## config.mk

```make
export PLATFORM = sky130hd
export DESIGN_NAME = bcd_time_counter_flat
export DESIGN_NICKNAME = d
export VERILOG_FILES = /design/src/rtl/bcd_time_counter_if.sv /design/src/rtl/bcd_time_counter.sv /design/src/flat_wrapper.sv
export SDC_FILE = /design/constraint.sdc
export NUM_CORES = 1
export LEC_CHECK = 0
export CAP_MARGIN = 25
export CORE_MARGIN = 1.5
export CORE_UTILIZATION = 47
export CTS_CLUSTER_SIZE = 30
export DETAILED_ROUTE_END_ITERATION = 10
export PLACE_DENSITY = 0.78
export SLEW_MARGIN = 25
export SYNTH_ARGS = -nofsm -noshare
export SYNTH_HDL_FRONTEND = slang
export SYNTH_SLANG_ARGS = --single-unit
```

## constraint.sdc

```tcl
create_clock -name clk -period 4.1 [get_ports clk]
set_input_delay 0.82 -clock clk [delete_from_list [all_inputs] [get_ports clk]]
set_output_delay 0.82 -clock clk [all_outputs]
set_load 0.05 [all_outputs]
```

## src/rtl/bcd_time_counter_if.sv

```systemverilog
// bcd_time_counter_if: control, time-set and display/tick signals of the time-of-day counter
interface bcd_time_counter_if;
  logic       run;
  logic       mode_12h;
  logic       load;
  logic [7:0] load_hours;
  logic [7:0] load_minutes;
  logic [7:0] load_seconds;
  logic [7:0] seconds;
  logic [7:0] minutes;
  logic [7:0] hours;
  logic       pm;
  logic       toggle;
  logic       sec_tick;
  logic       min_tick;
  logic       hour_tick;
  logic       day_tick;
  logic       load_err;
  modport master (
    output run, mode_12h, load, load_hours, load_minutes, load_seconds,
    input  seconds, minutes, hours, pm, toggle, sec_tick, min_tick, hour_tick, day_tick, load_err
  );
  modport slave (
    input  run, mode_12h, load, load_hours, load_minutes, load_seconds,
    output seconds, minutes, hours, pm, toggle, sec_tick, min_tick, hour_tick, day_tick, load_err
  );
endinterface

```

## src/rtl/bcd_time_counter.sv

```systemverilog
// bcd_time_counter: prescaled BCD time-of-day counter with 12/24h decode, validated load and rollover ticks
module bcd_time_counter #(
  parameter int TICKS_PER_SEC = 1000
) (
  input logic clk,
  input logic reset,
  bcd_time_counter_if.slave bus
);
  localparam int PW = $clog2(TICKS_PER_SEC);
  logic [PW-1:0] r_p, w_p_next;
  logic [7:0] r_sec, r_min, r_hr;
  logic r_toggle, r_sec_tick, r_min_tick, r_hour_tick, r_day_tick, r_load_err;
  logic w_wrap, w_valid, w_load_ok, w_adv, w_sec_c, w_min_c, w_day_c;
  logic [4:0] w_hbin, w_h12, w_h12_lo;
  function automatic logic [7:0] bcd_inc(input logic [7:0] v);
    return v[3:0] == 4'd9 ? {v[7:4] + 4'd1, 4'd0} : {v[7:4], v[3:0] + 4'd1};
  endfunction
  function automatic logic bcd_ok(input logic [7:0] v, input logic [7:0] max);
    return v[3:0] <= 4'd9 && v[7:4] <= 4'd9 && v <= max;
  endfunction
  always_comb begin
    w_valid   = bcd_ok(bus.load_seconds, 8'h59) && bcd_ok(bus.load_minutes, 8'h59) && bcd_ok(bus.load_hours, 8'h23);
    w_load_ok = bus.load && w_valid;
    w_wrap    = bus.run && r_p == PW'(TICKS_PER_SEC - 1);
    w_adv     = w_wrap && !w_load_ok;
    w_p_next  = w_load_ok ? '0 : !bus.run ? r_p : w_wrap ? '0 : r_p + PW'(1);
    w_sec_c   = r_sec == 8'h59;
    w_min_c   = w_sec_c && r_min == 8'h59;
    w_day_c   = w_min_c && r_hr == 8'h23;
  end
  always_ff @(posedge clk or negedge reset) begin
    if (!reset) begin
      r_p         <= '0;
      r_sec       <= '0;
      r_min       <= '0;
      r_hr        <= '0;
      r_toggle    <= 1'b0;
      r_sec_tick  <= 1'b0;
      r_min_tick  <= 1'b0;
      r_hour_tick <= 1'b0;
      r_day_tick  <= 1'b0;
      r_load_err  <= 1'b0;
    end else begin
      r_p         <= w_p_next;
      r_toggle    <= w_p_next >= PW'(TICKS_PER_SEC / 2);
      r_sec_tick  <= w_adv;
      r_min_tick  <= w_adv && w_sec_c;
      r_hour_tick <= w_adv && w_min_c;
      r_day_tick  <= w_adv && w_day_c;
      if (bus.load) r_load_err <= !w_valid;
      if (w_load_ok) begin
        r_sec <= bus.load_seconds;
        r_min <= bus.load_minutes;
        r_hr  <= bus.load_hours;
      end else if (w_adv) begin
        r_sec <= w_sec_c ? 8'h00 : bcd_inc(r_sec);
        if (w_sec_c) r_min <= w_min_c ? 8'h00 : bcd_inc(r_min);
        if (w_min_c) r_hr <= w_day_c ? 8'h00 : bcd_inc(r_hr);
      end
    end
  end
  // 12-hour decode goes through binary so h-12 needs no BCD borrow logic
  always_comb begin
    w_hbin   = 5'(r_hr[7:4]) * 5'd10 + 5'(r_hr[3:0]);
    w_h12    = w_hbin == 5'd0 ? 5'd12 : w_hbin > 5'd12 ? w_hbin - 5'd12 : w_hbin;
    w_h12_lo = w_h12 >= 5'd10 ? w_h12 - 5'd10 : w_h12;
  end
  assign bus.hours     = bus.mode_12h ? {3'b000, w_h12 >= 5'd10, w_h12_lo[3:0]} : r_hr;
  assign bus.pm        = w_hbin >= 5'd12;
  assign bus.seconds   = r_sec;
  assign bus.minutes   = r_min;
  assign bus.toggle    = r_toggle;
  assign bus.sec_tick  = r_sec_tick;
  assign bus.min_tick  = r_min_tick;
  assign bus.hour_tick = r_hour_tick;
  assign bus.day_tick  = r_day_tick;
  assign bus.load_err  = r_load_err;
endmodule

```

## src/flat_wrapper.sv

```systemverilog
// flat-port wrapper written by rule: the top's interface ports become plain ports
module bcd_time_counter_flat 
#(
  parameter int TICKS_PER_SEC = 1000
)
  (clk, reset, bus_run, bus_mode_12h, bus_load, bus_load_hours, bus_load_minutes, bus_load_seconds, bus_seconds, bus_minutes, bus_hours, bus_pm, bus_toggle, bus_sec_tick, bus_min_tick, bus_hour_tick, bus_day_tick, bus_load_err);
  bcd_time_counter_if bus_i ();
  input logic clk;
  input logic reset;
  input wire logic [$bits(bus_i.run)-1:0] bus_run;
  input wire logic [$bits(bus_i.mode_12h)-1:0] bus_mode_12h;
  input wire logic [$bits(bus_i.load)-1:0] bus_load;
  input wire logic [$bits(bus_i.load_hours)-1:0] bus_load_hours;
  input wire logic [$bits(bus_i.load_minutes)-1:0] bus_load_minutes;
  input wire logic [$bits(bus_i.load_seconds)-1:0] bus_load_seconds;
  output wire logic [$bits(bus_i.seconds)-1:0] bus_seconds;
  output wire logic [$bits(bus_i.minutes)-1:0] bus_minutes;
  output wire logic [$bits(bus_i.hours)-1:0] bus_hours;
  output wire logic [$bits(bus_i.pm)-1:0] bus_pm;
  output wire logic [$bits(bus_i.toggle)-1:0] bus_toggle;
  output wire logic [$bits(bus_i.sec_tick)-1:0] bus_sec_tick;
  output wire logic [$bits(bus_i.min_tick)-1:0] bus_min_tick;
  output wire logic [$bits(bus_i.hour_tick)-1:0] bus_hour_tick;
  output wire logic [$bits(bus_i.day_tick)-1:0] bus_day_tick;
  output wire logic [$bits(bus_i.load_err)-1:0] bus_load_err;
  assign bus_i.run = bus_run;
  assign bus_i.mode_12h = bus_mode_12h;
  assign bus_i.load = bus_load;
  assign bus_i.load_hours = bus_load_hours;
  assign bus_i.load_minutes = bus_load_minutes;
  assign bus_i.load_seconds = bus_load_seconds;
  assign bus_seconds = bus_i.seconds;
  assign bus_minutes = bus_i.minutes;
  assign bus_hours = bus_i.hours;
  assign bus_pm = bus_i.pm;
  assign bus_toggle = bus_i.toggle;
  assign bus_sec_tick = bus_i.sec_tick;
  assign bus_min_tick = bus_i.min_tick;
  assign bus_hour_tick = bus_i.hour_tick;
  assign bus_day_tick = bus_i.day_tick;
  assign bus_load_err = bus_i.load_err;
  bcd_time_counter #(.TICKS_PER_SEC(TICKS_PER_SEC)) u_core (.clk(clk), .reset(reset), .bus(bus_i));
endmodule
```

# Word level (Yosys, flattened, before mapping)
# Cells that the tools add are included.
# op_classes
n_addsub	10
mul	1
div_mod_pow	0
n_lt_le_gt_ge	13
eq_ne	7
n_shift	0
n_mux	21
bitwise	0
reduce_logical	30
# ops
operator	count
$mux 8	15
$mux 10	3
$add 4x1->4 const B	6
$le 4x4->1 const B	6
$eq 8x7->1 const B	2
$le 8x7->1 const B	2
$logic_and 1x1->1	16
$eq 4x4->1 const B	3
$add 10x1->10 const B	1
$eq 10x10->1 const B	1
$ge 10x9->1 const B	1
$ge 5x4->1 const B	2
$mux 5	2
$reduce_bool 3->1	3
$eq 8x6->1 const B	1
$le 8x6->1 const B	1
$reduce_and 2->1	3
$reduce_and 3->1	2
$reduce_bool 2->1	3
$add 5x4->5	1
$gt 5x4->1 const B	1
$logic_not 5->1	1
$sub 5x4->5 const B	1
$mul 4x3->4 const B	1
3 further kinds	4
# word_totals
regBits	40
latch_bits	0
ramBits	0
rom_bits	0
in_bits	29
out_inout_bits	31
wordCells	95
mem_count	0

# Logic depth before layout (Yosys ltp)
# Gate-level depths: netlist of run 1.
# logic_depth
ltp_word	10
mapped_depth	13
ltp_nobuf	13

# Least setup slack after synthesis of run 1
# No wires, ideal clock.
# synth_path
kind	register to output
start	reg u_core.r_hr[4]
end	out bus_hours[2]
t_arrival_ns	4.034
required_time_ns	3.280
slack_ns	-0.754
stages_incl_launch_ff	14
n_path_buf	0
cell_sequence	dfrtp_1 -> ha_1 -> ha_1 -> xor2_1 -> ha_1 -> or3b_1 -> nand3_1 -> a21oi_1 -> mux2_2 -> ha_1 -> inv_1 -> o311ai_2 -> a31o_2 -> a31oi_1
# synth_via
elab_chain_cells	8
word_cells_on_any_way	11
classes_between	add/sub (3); mul (1); order compare (2); mux (4); reduce/logical (1)
# synth_rtl
item	line	rtl
start: declaration	bcd_time_counter.sv:11	logic [7:0] r_sec, r_min, r_hr;
start signal: assignment	bcd_time_counter.sv:54	r_hr <= bus.load_hours;
start signal: assignment	bcd_time_counter.sv:58	if (w_min_c) r_hr <= w_day_c ? 8'h00 : bcd_inc(r_hr);
$mul 4x3->4 *	bcd_time_counter.sv:64	w_hbin = 5'(r_hr[7:4]) * 5'd10 + 5'(r_hr[3:0]);
$add 5x4->5 *	bcd_time_counter.sv:64	
$sub 5x4->5 / $gt 5x4->1 (equally long branches)	bcd_time_counter.sv:65	w_h12 = w_hbin == 5'd0 ? 5'd12 : w_hbin > 5'd12 ? w_hbin - 5'd12 : w_hbin;
$mux 5	bcd_time_counter.sv:65	
$mux 5 *	bcd_time_counter.sv:65	
$sub 4x4->4 / $ge 5x4->1 (equally long branches)	bcd_time_counter.sv:66	w_h12_lo = w_h12 >= 5'd10 ? w_h12 - 5'd10 : w_h12;
$mux 4 *	bcd_time_counter.sv:66	
$mux 8 *	bcd_time_counter.sv:68	assign bus.hours = bus.mode_12h ? {3'b000, w_h12 >= 5'd10, w_h12_lo[3:0]} : r_hr;
end: declaration	flat_wrapper.sv:18	output wire logic [$bits(bus_i.hours)-1:0] bus_hours;
# Mark *: on every way between the ends. The rest lies on a longest branch, timed or not.

# Worst setup path after layout of run 1
# layout_path
start	reg u_core.r_hr[4]
end	out bus_hours[1]
# The elaborated chain is that of the path after synthesis.

==> flow_metrics.tcl, run 1 <==
set metrics [dict create \
    min_path_type "reg -> reg" \
    synthesis.area_um2 2820 \
    initial_utilization_pct 48.2 \
    setup_viol 4 \
    rsz0062_at_grt "yes" \
    fin_area_um2 3960 \
    synth_nets 381 \
    maxSlewViolCount 0 \
    synth.ff_latch_count 40 \
    clockRootBuffer "sky130_fd_sc_hd__clkbuf_8" \
    die-area_um2 6480 \
    worstPathMaxFanout 4 \
    share_of_flip_flops_with_an_asynchronous_set_or_reset_pct 100 \
    layout-drive-gt1-share_pct 16.8 \
    power_density_nw_per_um2 382 \
    final_nets 453 \
    primary_ff_master_synth "sky130_fd_sc_hd__dfrtp_1" \
    tritoncts "done" \
    numPlacedInstances 465 \
    timing.critical_path.slowest_cell_delay_ns 0.46 \
    dr.pass1.iters 5 \
    yosysUniqueCellTypes 56 \
    fp.coreArea_um2 5850 \
    cts.sinks 40 \
    via_per_inst 5.79 \
    fillers 443 \
    routed_wire_length_per_instance_um 15.0 \
    final_std_cells_w_o_fill 479 \
    drt_drc_violations_left 0 \
    crit_chain "ha_4 > fa_2 > xor2_4 > ha_2 > or3b_4 > nand3_2 > a21oi_2 > mux2_4 > ha_4 > inv_4 > o311ai_4 > a21o_1 > a31oi_4 > buf_12" \
    relSlewSlack_pct 42.1 \
    timing.fmax_mhz 234 \
    p_leak_nw 1.67 \
    chipHeight_um 80.5 \
    postPlaceCellArea_um2 3730 \
    maximum_level_of_the_cts_h_tree 2 \
    timing.setup.critical_path_class "reg -> out" \
    finish.utilization_pct 67.7 \
    cp.arrival_ns 3.45 \
    final.setup.tns_ns -0.561 \
    routed_wl_um 7200 \
    grt_max_degree 41 \
    die_outline_width_um 80.5 \
    failed_checks "setup timing" \
    via_count 2774 \
    globalplace.congestion 0.924 \
    critical_path.endpoint_type "output port" \
    timing_hold_violations_final 0 \
    min_path_cells 2 \
    multi_input_area_um2 1920 \
    yosysTopAreaCellShare_pct 35.5 \
    antenna_found_initial 0 \
    grt_pass1_wl_um 11800 \
    crit_slowest_cell "sky130_fd_sc_hd__dfrtp_2" \
    synth_edf_count 0 \
    r2r.worst_path.cells 7 \
    required_worst_endpoint_ns 3.28 \
    row_count 28 \
    library_cell_appearing_most_often_on_the_critical_path "sky130_fd_sc_hd__ha_4" \
    detail_route.iter0.violations 174 \
    critPathLaunch "u_core.r_hr[4]" \
    dp_slack_ns 0.0450 \
    ys.warnings.count 0 \
    cts-buffers-inserted 5 \
    synthToLayoutAreaGrowth_pct 40.3 \
    timing_worst_slew_pin_value_ns 0.869 \
    synth_most_common_cell "sky130_fd_sc_hd__dfrtp_1" \
    clkSlewWorstSetupHoldPaths_ns 0.09 \
    post_synth_inst_count 331 \
    status "finished, violations left" \
    grt-ovfl-total 0 \
    finalWorstPathRequiredPeriod_ns 4.27 \
    r2r_start "u_core.bus.seconds[0]" \
    grt_usage_pct 23.2 \
    final_critical_path_setup_slack_ns -0.168 \
    whs_ns 0.507 \
    dp.final_hpwl_um 5300 \
    share_of_the_yosys_chip_area_belonging_to_registers_pct 35.5 \
    clock_tree.buffer_depth 2 \
    ant_nets 0 \
    timing.critical_path.from_type "register" \
    insertedDiodeCount 0 \
    port_buffers 59 \
    ir_drop_mv 0.372 \
    min_period_over_period_pct 104 \
    yosys-top-cells-count "40 x sky130_fd_sc_hd__dfrtp_1, 35 x sky130_fd_sc_hd__nor2_1, 30 x sky130_fd_sc_hd__nand2_1" \
    worst_clock_skew_ns 0.00869 \
    synthesis.area_per_instance_um2 8.52 \
    synth_top_cell_by_area "sky130_fd_sc_hd__dfrtp_1" \
    cap_viol_max_count 0 \
    hold_path.startpoint "u_core.bus.load_err" \
    io_pins 60 \
    post_synth_main_area_contributors "sky130_fd_sc_hd__dfrtp_1 35%, sky130_fd_sc_hd__ha_1 8.9%, sky130_fd_sc_hd__nor2_1 4.7%" \
    number_of_global_route_vias_before_repair 2559 \
    layout.area.seq_um2 1000 \
    total_power_mw 1.51 \
    worstSkewPairLatency_ns 0.30 \
]
-- critical path: cells and delay by family (launching register included) --
kind / cells / cell delay, ns
compound gates: 4 / 0.60
xor+xnor: 1 / 0.15
fa+ha+maj: 4 / 0.97
buf+inv: 2 / 0.22
flops: 1 / 0.46
mux: 1 / 0.29
simple gates: 2 / 0.49
-- repair_timing --
item,CTS,global route
buffers inserted,6,0
gates resized for setup,7,6
hold endpoints to repair,0,0
hold buffers,0,0
cloned,0,0
endpoints found under the setup margin,4,4
pin swaps,9,3
-- sequential cells by signal (all words and copies together) (netlist names) --
register	count
u_core.r_p	10
u_core.bus.minutes	8
u_core.bus.seconds	8
u_core.r_hr	8
u_core.bus.day_tick	1
u_core.bus.hour_tick	1
u_core.bus.load_err	1
u_core.bus.min_tick	1
u_core.bus.sec_tick	1
u_core.bus.toggle	1
-- layout make-up --
class                      instances  share of cell area (%)
timing repair buffer              77                    19.2
multi-input combinational        263                    48.4
clock inverter                     2                   0.980
sequential                        40                    25.3
inverter                          16                    1.58
clock buffer                       6                    2.09
tap                               75                    2.37
-- layer usage --
metal	vias to the layer above	wire length, um	GRT usage, %
met1	1323	3150	29.8
li1	1337	-	-
met3	9	408	4.32
met2	105	3550	39.2
met4	0	91	7.41
met5	-	0	0
-- power by group --
group	switching [mW]	internal (mW)	leakage [nW]	total, mW
registers	0.0678	0.439	0.518	0.507
clock network	0.147	0.199	0.0614	0.346
logic	0.351	0.307	1.09	0.658
total	0.565	0.945	1.67	1.51
-- kinds of logic (layout without fill, tap and decap cells) --
family / Yosys count / after routing / share of synthesized area [%]
mux: 8 / 8 / 2.97
xor+xnor: 11 / 11 / 3.90
buf+inv: 28 / 101 / 3.73
flops: 40 / 40 / 35.5
fa+ha+maj: 21 / 21 / 9.58
compound gates: 79 / 79 / 17.8
simple gates: 144 / 144 / 26.5
-- cells in the final DEF (no fill, tap or decap), drive strengths merged, types with 4 or more instances in the layout --
master         Yosys  final
a21o               4      4
a21oi             24     24
o21ai             26     26
clkbuf            12      6
ha                20     20
nor2b              6      6
and2               6      6
inv               16     16
nor2              35     35
and3               6      6
clkdlybuf4s50      0     54
nand2             30     30
mux2i              5      5
nand4              8      8
dfrtp             40     40
buf                0     23
and3b              5      5
xor2               6      6
xnor2              4      4
nand3             14     14
nor3              13     13
-- path summary, 6_finish.rpt --
check	to	slack, ns
max	bus_hours[1]	-0.17
min	u_core.bus.load_err	0.51
max reg2reg	u_core.bus.minutes[7]	1.85
min reg2reg	u_core.bus.load_err	0.51
max in group asynchronous	u_core.r_hr[4]	2.86
min in group asynchronous	u_core.r_p[6]	0.63
Note: power is estimated with default switching activity, not from simulation.
==> inputs of run 2 (changes only) <==
- CTS_CLUSTER_SIZE: 30 -> not set
- MAX_ROUTING_LAYER: not set -> met4
==> run 2 against run 1 <==
Against the previous run:
- the run still ends with setup timing left
- wire length unchanged
- critical path type unchanged
- die area unchanged
- clock skew decreased by 0.00050 ns
- core utilization unchanged
- fmax about the same
- total power hardly changed
- sequential power about the same
- clock power hardly changed
- cell count stayed put
- critical path depth stayed put
==> flow_metrics.tcl, run 2 (synthesized netlist as in run 1, its figures left out) <==
set metrics [dict create \
    status "finished, violations left" \
    failed_checks "setup timing" \
    layout-drive-gt1-share_pct 16.8 \
    chipHeight_um 80.5 \
    row_count 28 \
    ir_drop_mv 0.372 \
    die_outline_width_um 80.5 \
    number_of_flip_flops_under_the_largest_register_name 10 \
    cts-buffers-inserted 5 \
    timing.critical_path.slowest_cell_delay_ns 0.46 \
    layout.cells.most_common_list "54 x sky130_fd_sc_hd__clkdlybuf4s50_1, 38 x sky130_fd_sc_hd__dfrtp_1, 34 x sky130_fd_sc_hd__nor2_1" \
    final_nets 453 \
    clkSlewWorstSetupHoldPaths_ns 0.09 \
    p_leak_nw 1.67 \
    initial_utilization_pct 48.2 \
    finalWorstPathRequiredPeriod_ns 4.27 \
    drt_drc_violations_left 0 \
    maxSlewViolCount 0 \
    timing_worst_slew_pin_value_ns 0.891 \
    critical_path.endpoint_type "output port" \
    routed_wire_length_per_instance_um 15.0 \
    dr.pass1.iters 4 \
    routed_wl_um 7200 \
    required_worst_endpoint_ns 3.28 \
    ant_nets 0 \
    detail_route.iter0.violations 198 \
    timing_hold_violations_final 0 \
    number_of_global_route_vias_before_repair 2560 \
    port_buffers 59 \
    flop_to_flop_setup_slack_ns 1.85 \
    via_count 2763 \
    fp.coreArea_um2 5850 \
    final_critical_path_setup_slack_ns -0.168 \
    postPlaceCellArea_um2 3730 \
    crit_chain "ha_4 > fa_2 > xor2_4 > ha_2 > or3b_4 > nand3_2 > a21oi_2 > mux2_4 > ha_4 > inv_4 > o311ai_4 > a21o_1 > a31oi_4 > buf_12" \
    rsz0062_at_grt "yes" \
    grt_pass1_wl_um 11800 \
    globalplace.congestion 0.941 \
    timing.critical_path.from_type "register" \
    dp.final_hpwl_um 5300 \
    min_path_type "reg -> reg" \
    min_period_over_period_pct 104 \
    library_cell_appearing_most_often_on_the_critical_path "sky130_fd_sc_hd__ha_4" \
    tritoncts "done" \
    synthToLayoutAreaGrowth_pct 40.3 \
    antenna_found_initial 0 \
    worstPathMaxFanout 4 \
    setup_viol 4 \
    cap_viol_max_count 0 \
    relSlewSlack_pct 40.6 \
    fin_area_um2 3960 \
    clock_tree.buffer_depth 2 \
    final.setup.tns_ns -0.563 \
    grt-ovfl-total 0 \
    timing.critical_path.max_delay_family "adder cells" \
    worst-path-buf-inv 2 \
    via_per_inst 5.77 \
    power_density_nw_per_um2 381 \
    mostFrequentLayoutCell "sky130_fd_sc_hd__clkdlybuf4s50_1" \
    grt_max_degree 41 \
    worst_clock_skew_ns 0.00819 \
    cp.arrival_ns 3.45 \
    crit_slowest_cell "sky130_fd_sc_hd__dfrtp_2" \
    top_register "u_core.r_p" \
    worstSkewPairLatency_ns 0.30 \
    io_pins 60 \
    die-area_um2 6480 \
    timing.setup.critical_path_class "reg -> out" \
    grt_usage_pct 23.9 \
    cts_hold_repair.buffers 0 \
    cts.sinks 40 \
    maximum_level_of_the_cts_h_tree 2 \
    clockRootBuffer "sky130_fd_sc_hd__clkbuf_8" \
    insertedDiodeCount 0 \
    timing.fmax_mhz 234 \
]
run 2: cell counts in the layout (fill, tap and decap cells not counted):
Identical to the previous run, type by type.
run 2: through the flow:
step	hold slack, ns	utilization (%)	worst slack (ns)	total power [mW]	cells
floorplan	0.524	-	-0.0458	0.909	331
global placement	0.472	63.8	0.111	1.11	465
detailed placement	0.501	63.8	0.0450	1.12	465
CTS	0.520	67.3	-0.138	1.50	479
global route	0.566	67.7	-0.220	1.59	479
finish	0.507	67.7	-0.168	1.51	479
run 2: cell type report:
| type | instances | area (um^2) |
|---|---|---|
| Clock inverter | 2 | 38.8 |
| Sequential cell | 40 | 1000 |
| Multi-Input combinational cell | 263 | 1920 |
| Fill cell | 443 | 1890 |
| Inverter | 16 | 62.6 |
| Clock buffer | 6 | 82.6 |
| Timing Repair Buffer | 77 | 761 |
| Tap cell | 75 | 93.8 |
run 2: routing by layer:
metal  share of wire, %  vias to the layer above  track usage, %
met5                  0                        -               -
met1                 43                     1320            30.0
met3                5.8                       13            4.20
met2                 49                       92            39.2
li1                   -                     1338               -
met4                1.5                        0            7.41
run 2: repair_timing:
| item | in CTS | in global routing |
|---|---|---|
| buffers inserted | 6 | 0 |
| endpoints found under the setup margin | 4 | 4 |
| gates resized for setup | 7 | 6 |
| pin swaps | 9 | 3 |
run 2: power breakdown:
part	switching, mW	internal [mW]
logic	0.350	0.307
clock network	0.147	0.199
registers	0.0672	0.439
total	0.565	0.945
run 2: worst min-delay path: cells and delay by family, from the launching register on:
kind | cells | cell delay (ns)
AND/OR/NAND/NOR | 2 | 0.11
flip-flops | 1 | 0.35
run 2: path summary, 6_finish.rpt:
check,cells after the start,end,start
worst max-delay path,14,bus_hours[1],u_core.r_hr[4]
worst min-delay path,2,u_core.bus.load_err,u_core.bus.load_err
worst max register to register,7,u_core.bus.minutes[7],u_core.bus.seconds[0]
worst min register to register,2,u_core.bus.load_err,u_core.bus.load_err
max in group asynchronous,1,u_core.r_hr[1],reset
min in group asynchronous,1,u_core.r_p[6],reset
